[src/rtl/regs_unloader.sv]
// regs_unloader: snapshots four packed complex samples on a load pulse and
// streams them out one per beat over a valid/ready handshake, then pulses
// done for one cycle after the fourth transfer.
//
// Build option: define REGS_UNLOADER_BITREV_EN to emit beats in 2-bit
// bit-reversed order (0,2,1,3) instead of natural order (0,1,2,3).

module regs_unloader #(
   parameter int unsigned fix_bit = 7,
   parameter int unsigned bits    = 16
) (
   input  logic                clk,
   input  logic                reset_n,
   input  logic                load,
   input  logic [2*bits-1:0]   in0,
   input  logic [2*bits-1:0]   in1,
   input  logic [2*bits-1:0]   in2,
   input  logic [2*bits-1:0]   in3,
   output logic                busy,
   output logic [2*bits-1:0]   out_data,
   output logic                out_valid,
   input  logic                out_ready,
   output logic [1:0]          out_idx,
   output logic                done
);

   // fix_bit only documents the fixed-point format; it never alters the width
   localparam int unsigned SampleW = 2 * bits + 0 * fix_bit;

   typedef enum logic [0:0] {StIdle, StSend} state_e;

   state_e             state_q, state_d;
   logic [1:0]         cnt_q, cnt_d;
   logic               done_q, done_d;
   logic               snap_en;
   logic [SampleW-1:0] snap_q [4];
   logic [1:0]         beat_idx;

   // Map the beat counter onto the source register index
`ifdef REGS_UNLOADER_BITREV_EN
   assign beat_idx = {cnt_q[0], cnt_q[1]};
`else
   assign beat_idx = cnt_q;
`endif

   // State, beat counter and done pulse registers
   always_ff @(posedge clk or negedge reset_n) begin
      if (!reset_n) begin
         state_q <= StIdle;
         cnt_q   <= 2'd0;
         done_q  <= 1'b0;
      end else begin
         state_q <= state_d;
         cnt_q   <= cnt_d;
         done_q  <= done_d;
      end
   end

   // Snapshot registers, written only when a load is accepted in IDLE
   always_ff @(posedge clk or negedge reset_n) begin
      if (!reset_n) begin
         for (int i = 0; i < 4; i++) begin
            snap_q[i] <= '0;
         end
      end else if (snap_en) begin
         snap_q[0] <= in0;
         snap_q[1] <= in1;
         snap_q[2] <= in2;
         snap_q[3] <= in3;
      end
   end

   // Next-state logic: accept load in IDLE, count transfers in SEND
   always_comb begin
      state_d = state_q;
      cnt_d   = cnt_q;
      done_d  = 1'b0;
      snap_en = 1'b0;
      unique case (state_q)
         StIdle: begin
            if (load) begin
               state_d = StSend;
               cnt_d   = 2'd0;
               snap_en = 1'b1;
            end
         end
         StSend: begin
            // out_valid is 1 throughout SEND, so out_ready alone means transfer
            if (out_ready) begin
               cnt_d = cnt_q + 2'd1;
               if (cnt_q == 2'd3) begin
                  state_d = StIdle;
                  done_d  = 1'b1;
               end
            end
         end
         default: begin
            state_d = StIdle;
         end
      endcase
   end

   // Outputs derive from registered state only; zero while idle
   always_comb begin
      busy      = 1'b0;
      out_valid = 1'b0;
      out_idx   = 2'd0;
      out_data  = '0;
      done      = done_q;
      if (state_q == StSend) begin
         busy      = 1'b1;
         out_valid = 1'b1;
         out_idx   = beat_idx;
         out_data  = snap_q[beat_idx];
      end
   end

endmodule

[config.mk]
export PLATFORM = sky130hd
export DESIGN_NAME = regs_unloader
export DESIGN_NICKNAME = d
export VERILOG_FILES = /design/src/rtl/regs_unloader.sv
export SDC_FILE = /design/constraint.sdc
export NUM_CORES = 1
export LEC_CHECK = 0
export ABC_AREA = 0
export CAP_MARGIN = 40
export CORE_MARGIN = 10
export CORE_UTILIZATION = 43
export DETAILED_ROUTE_END_ITERATION = 10
export PLACE_DENSITY_LB_ADDON = 0.05
export SYNTH_ARGS = -nofsm -noshare
export SYNTH_HDL_FRONTEND = slang
export SYNTH_SLANG_ARGS = --single-unit
[constraint.sdc]
create_clock -name clk -period 1.4 [get_ports clk]
set_clock_uncertainty 0.2 [all_clocks]
set_input_delay 0.28 -clock clk [delete_from_list [all_inputs] [get_ports clk]]
set_output_delay 0.28 -clock clk [all_outputs]
set_load 0.02 [all_outputs]
After elaboration in Yosys (flattened, before gate mapping)
Cells that the tools add are included.

cells by class
  add/sub/neg operators = 1
  magnitude comparators = 1
  equal/unequal tests = 3
  muxes and demuxes = 17
  bitwise gates (word level) = 2
  reduce and logical (&&, ||, !) cells = 1

operator list
  operator               number
  $mux W32               3
  $bmux W32 S2           1
  $mux W1                8
  $mux W2                3
  $ne A2 B2 Y1 const B   2
  $pmux W2 S2            1
  $ge A3 B3 Y1 const B   1
  $not A2 Y3             1
  $add A2 B1 Y2 const B  1
  $eq A2 B2 Y1 const B   1
  $pmux W1 S2            1
  $reduce_and A2 Y1      1
  $not A1 Y1             1

storage, ports and cells
  register bits after elaboration = 132
  input port bits = 132
  output and inout port bits = 37

Logic depth before layout (Yosys ltp)
  word-level depth = 5
  gate-level depth with buffers = 5
  gate-level depth less buffers = 3

Worst setup path after synthesis
Ideal clock, no wire load.

  path kind = register to output
  start point = register state_q
  end point = output out_data[10]
  data arrival time = 1.435 ns
  path slack = -0.515 ns
  cell stages (with the launch flop) = 5
  buffers on the path = 2
  cells stage by stage = dfrtp_1 -> buf_6 -> or2b_4 -> buf_6 -> o22ai_1

on the way
  longest elaborated chain between the ends = 1

RTL lines
  what                    RTL line  text
  start, declared         32        state_e state_q, state_d;
  start signal, assigned  49        state_q <= StIdle;
  start signal, assigned  53        state_q <= state_d;
  $mux W32                110       if (state_q == StSend) begin
  end, declared           20        output logic [2*bits-1:0] out_data,

No other way between the ends.

Worst setup path in the final report
  start point = register cnt_q[1] (netlist: beat_idx[1])
  end point = output out_data[12]

on the way
  longest elaborated chain between the ends = 5

RTL lines
  what                                          RTL line  text
  start, declared                               33        logic [1:0] cnt_q, cnt_d;
  start signal, assigned                        54        cnt_q <= cnt_d;
  $not A2 Y3 (not written as such)              114       out_data = snap_q[beat_idx];
  $bmux W32 S2                                  114
  $mux W32 (not written as such) (2 in series)  114
  $mux W32                                      110

No other way between the ends. The select of a mux whose other input is x is not followed.

==> flow_metrics.env <==
export IMPL_status="complete, but fails checks"
export IMPL_failed_checks="setup timing"
export IMPL_yosys_warnings=0
export IMPL_routed_via_density=5.15
export IMPL_drc=0
export IMPL_timing_fmax_ghz=0.437
export IMPL_cts_made_buffers=17
export IMPL_syn_area_um2=5980
export IMPL_final_hold_violation_count=0
export IMPL_htree_num_levels=4
export IMPL_cp_start_kind="register"
export IMPL_clk_pin_slew_ns=0.06
export IMPL_antenna_found_initial=0
export IMPL_worst_pin_slew_ns=0.401
export IMPL_hold_path_class="primary input to async pin"
export IMPL_grt_max_degree=73
export IMPL_nets=821
export IMPL_synth_top_family_by_area="multiplexers"
export IMPL_die_width_um=138
export IMPL_setup_slack_ns=-0.887
export IMPL_critPathRequiredTime_ns=0.92
export IMPL_synth_area_leaders="dfrtp_1 (55%), mux2_2 (24%), mux2i_1 (11%)"
export IMPL_hpwl_um=12300
export IMPL_gp_congestion=0.818
export IMPL_fill_cells=691
export IMPL_ys_seq_area_frac=0.552
export IMPL_synthFlopType="dfrtp_1"
export IMPL_final_antenna_net_count=0
export IMPL_placement_io_buffers=168
export IMPL_instances_no_fill=881
export IMPL_yosysTopAreaCell="dfrtp_1"
export IMPL_rsz0062_at_grt="true"
export IMPL_maxSlewHeadroom=0.733
export IMPL_synth_area_mux_share=0.350
export IMPL_syn_area_per_cell_um2=14.9
export IMPL_cts_root_buf="clkbuf_16"
export IMPL_initial_core_util=0.434
export IMPL_crit_type="register to primary output"
export IMPL_crit_path_end_kind="primary output"
export IMPL_cts_tree="yes"
export IMPL_dp_cells=810
export IMPL_arrival_ns=1.81
export IMPL_power_leakage_nw=4.83
export IMPL_dieArea_um2=19000
export IMPL_synth_seq_cells=132
export IMPL_area_growth_pct=91.5
export IMPL_setup_viol=168
export IMPL_grt_pass1_wl_um=28300
export IMPL_cp_max_fo=8
export IMPL_ir_worst_vdd_v=0.00213
export IMPL_syn_num_nets=534
export IMPL_cts_sinks=132
export IMPL_top_layer="met4"
export IMPL_firstDrtPassIters=4
export IMPL_rows=43
export IMPL_netlist_area_leader_share=0.552
export IMPL_antenna_cells=0
export IMPL_insertion_delay_ns=0.41
export IMPL_drv_cap=0
export IMPL_drt_total_wl_um=20400
export IMPL_detailedPlace_worstSlack_ns=-0.827
export IMPL_grt_usage=0.196
export IMPL_synthXorXnorAreaFrac=0
export IMPL_fin_crit_sh=1.63
export IMPL_wl_met1_um=8320
export IMPL_async_flop_share=1.00
export IMPL_ys_types=20
export IMPL_io_pins=169
export IMPL_wl_met2_um=10600
export IMPL_yosys_area_share_simple=0.00899
export IMPL_synth_compound_area_frac=0.0360
export IMPL_wl_met3_um=1210
export IMPL_synthAdderAreaFrac=0.00209
export IMPL_vias=4539
export IMPL_tns_ns=-86.46
export IMPL_drt_iter0_drc=188
export IMPL_final_layout_size_suffix_gt1_frac=0.615
export IMPL_syn_instance_count=401
export IMPL_maxSlewViolCount=0
export IMPL_synth_edf_count=0
export IMPL_clock_path_buffers=2
export IMPL_die_h_um=138
export IMPL_grt_overflow=0
export IMPL_grt_pass1_vias=5070
export IMPL_fin_crit_ns=2.29
export IMPL_mostFrequentLayoutCells="dfrtp_1 (130), clkdlybuf4s50_1 (130), mux2_4 (129), buf_4 (66), buf_6 (50)"
export IMPL_power_density_nw_per_um2=2740
export IMPL_core_area_um2=13800
export IMPL_wl_per_cell_um=23.1
export IMPL_p_total_mw=31.4
-- worst paths after layout --
check,slack (ns),cells after the start,start,to
min reg2reg,0.33,1,snap_q[95],snap_q[95]
max reg2reg,-0.53,8,state_q,snap_q[59]
min in group clk,0.27,2,in0[14],snap_q[110]
max,-0.89,5,beat_idx[1],out_data[12]
max in group asynchronous,0.39,3,reset_n,beat_idx[1]
min,0.22,3,reset_n,snap_q[69]
-- what timing repair did --
action / 4_1_cts / 5_1_grt
buffers inserted: 20 / 11
cloned: 9 / 9
resized for setup: 131 / 249
hold buffers: 1 / 0
pin swaps: 2 / 32
setup endpoints to repair: 167 / 169
endpoints found under the hold margin: 132 / 0
-- flip-flops by register name (all words and copies together) (netlist names) --
name	cells
snap_q	128
state_q	1
beat_idx	2
done	1
-- critical path: stages, from the launching register on --
cell and delay, ns:
dfrtp_4 0.49, buf_12 0.17, clkbuf_16 0.19, mux2i_2 0.28, o22ai_4 0.12, buf_6 0.14
-- cell type report --
class                           instances  area, µm²  share of cell area
Clock buffer                           20        447              0.0390
Clock inverter                         12        113             0.00983
Inverter                                2       7.51            0.000655
Multi-Input combinational cell        237       3890               0.339
Sequential cell                       132       3310               0.289
Tap cell                              180        225              0.0197
Timing Repair Buffer                  298       3470               0.303
-- layer usage --
layer	global-route usage	vias up
met2	0.320	122
met5	0	-
li1	-	2060
met3	0.0641	15
met4	0.0469	0
met1	0.246	2342
-- cell usage after synthesis (2+ instances only) --
master      n
mux2i_1    64
nor2_1      2
clkbuf_1    3
a21oi_1     2
inv_1       2
buf_2       3
buf_4       5
clkbuf_8    8
o22ai_1    32
mux2_2    129
buf_6      11
dfrtp_1   132
-- where the power goes --
group          switching [mW]  internal (mW)
clock network            1.63           2.63
logic                    7.51           11.9
registers                1.94           5.79
-- cell families (layout without fill, tap and decap cells) --
family	Yosys count	in the layout
buffers and inverters	32	332
multiplexers	193	193
AND/OR/NAND/NOR	8	8
adder cells (fa/ha/maj)	1	1
flip-flops	132	132
AO/OA/AOI/OAI	35	35
-- metrics by stage --
stage	hold slack [ns]	instance area [µm²]	util
after detailed placement	0.122	9490	0.689
after CTS	0.226	10700	0.777
after global placement	0.118	9490	0.689
final	0.217	11500	0.832
after floorplan	-0.216	7050	-
after global routing	0.247	11500	0.832
Power figures use the tool's default switching activity.
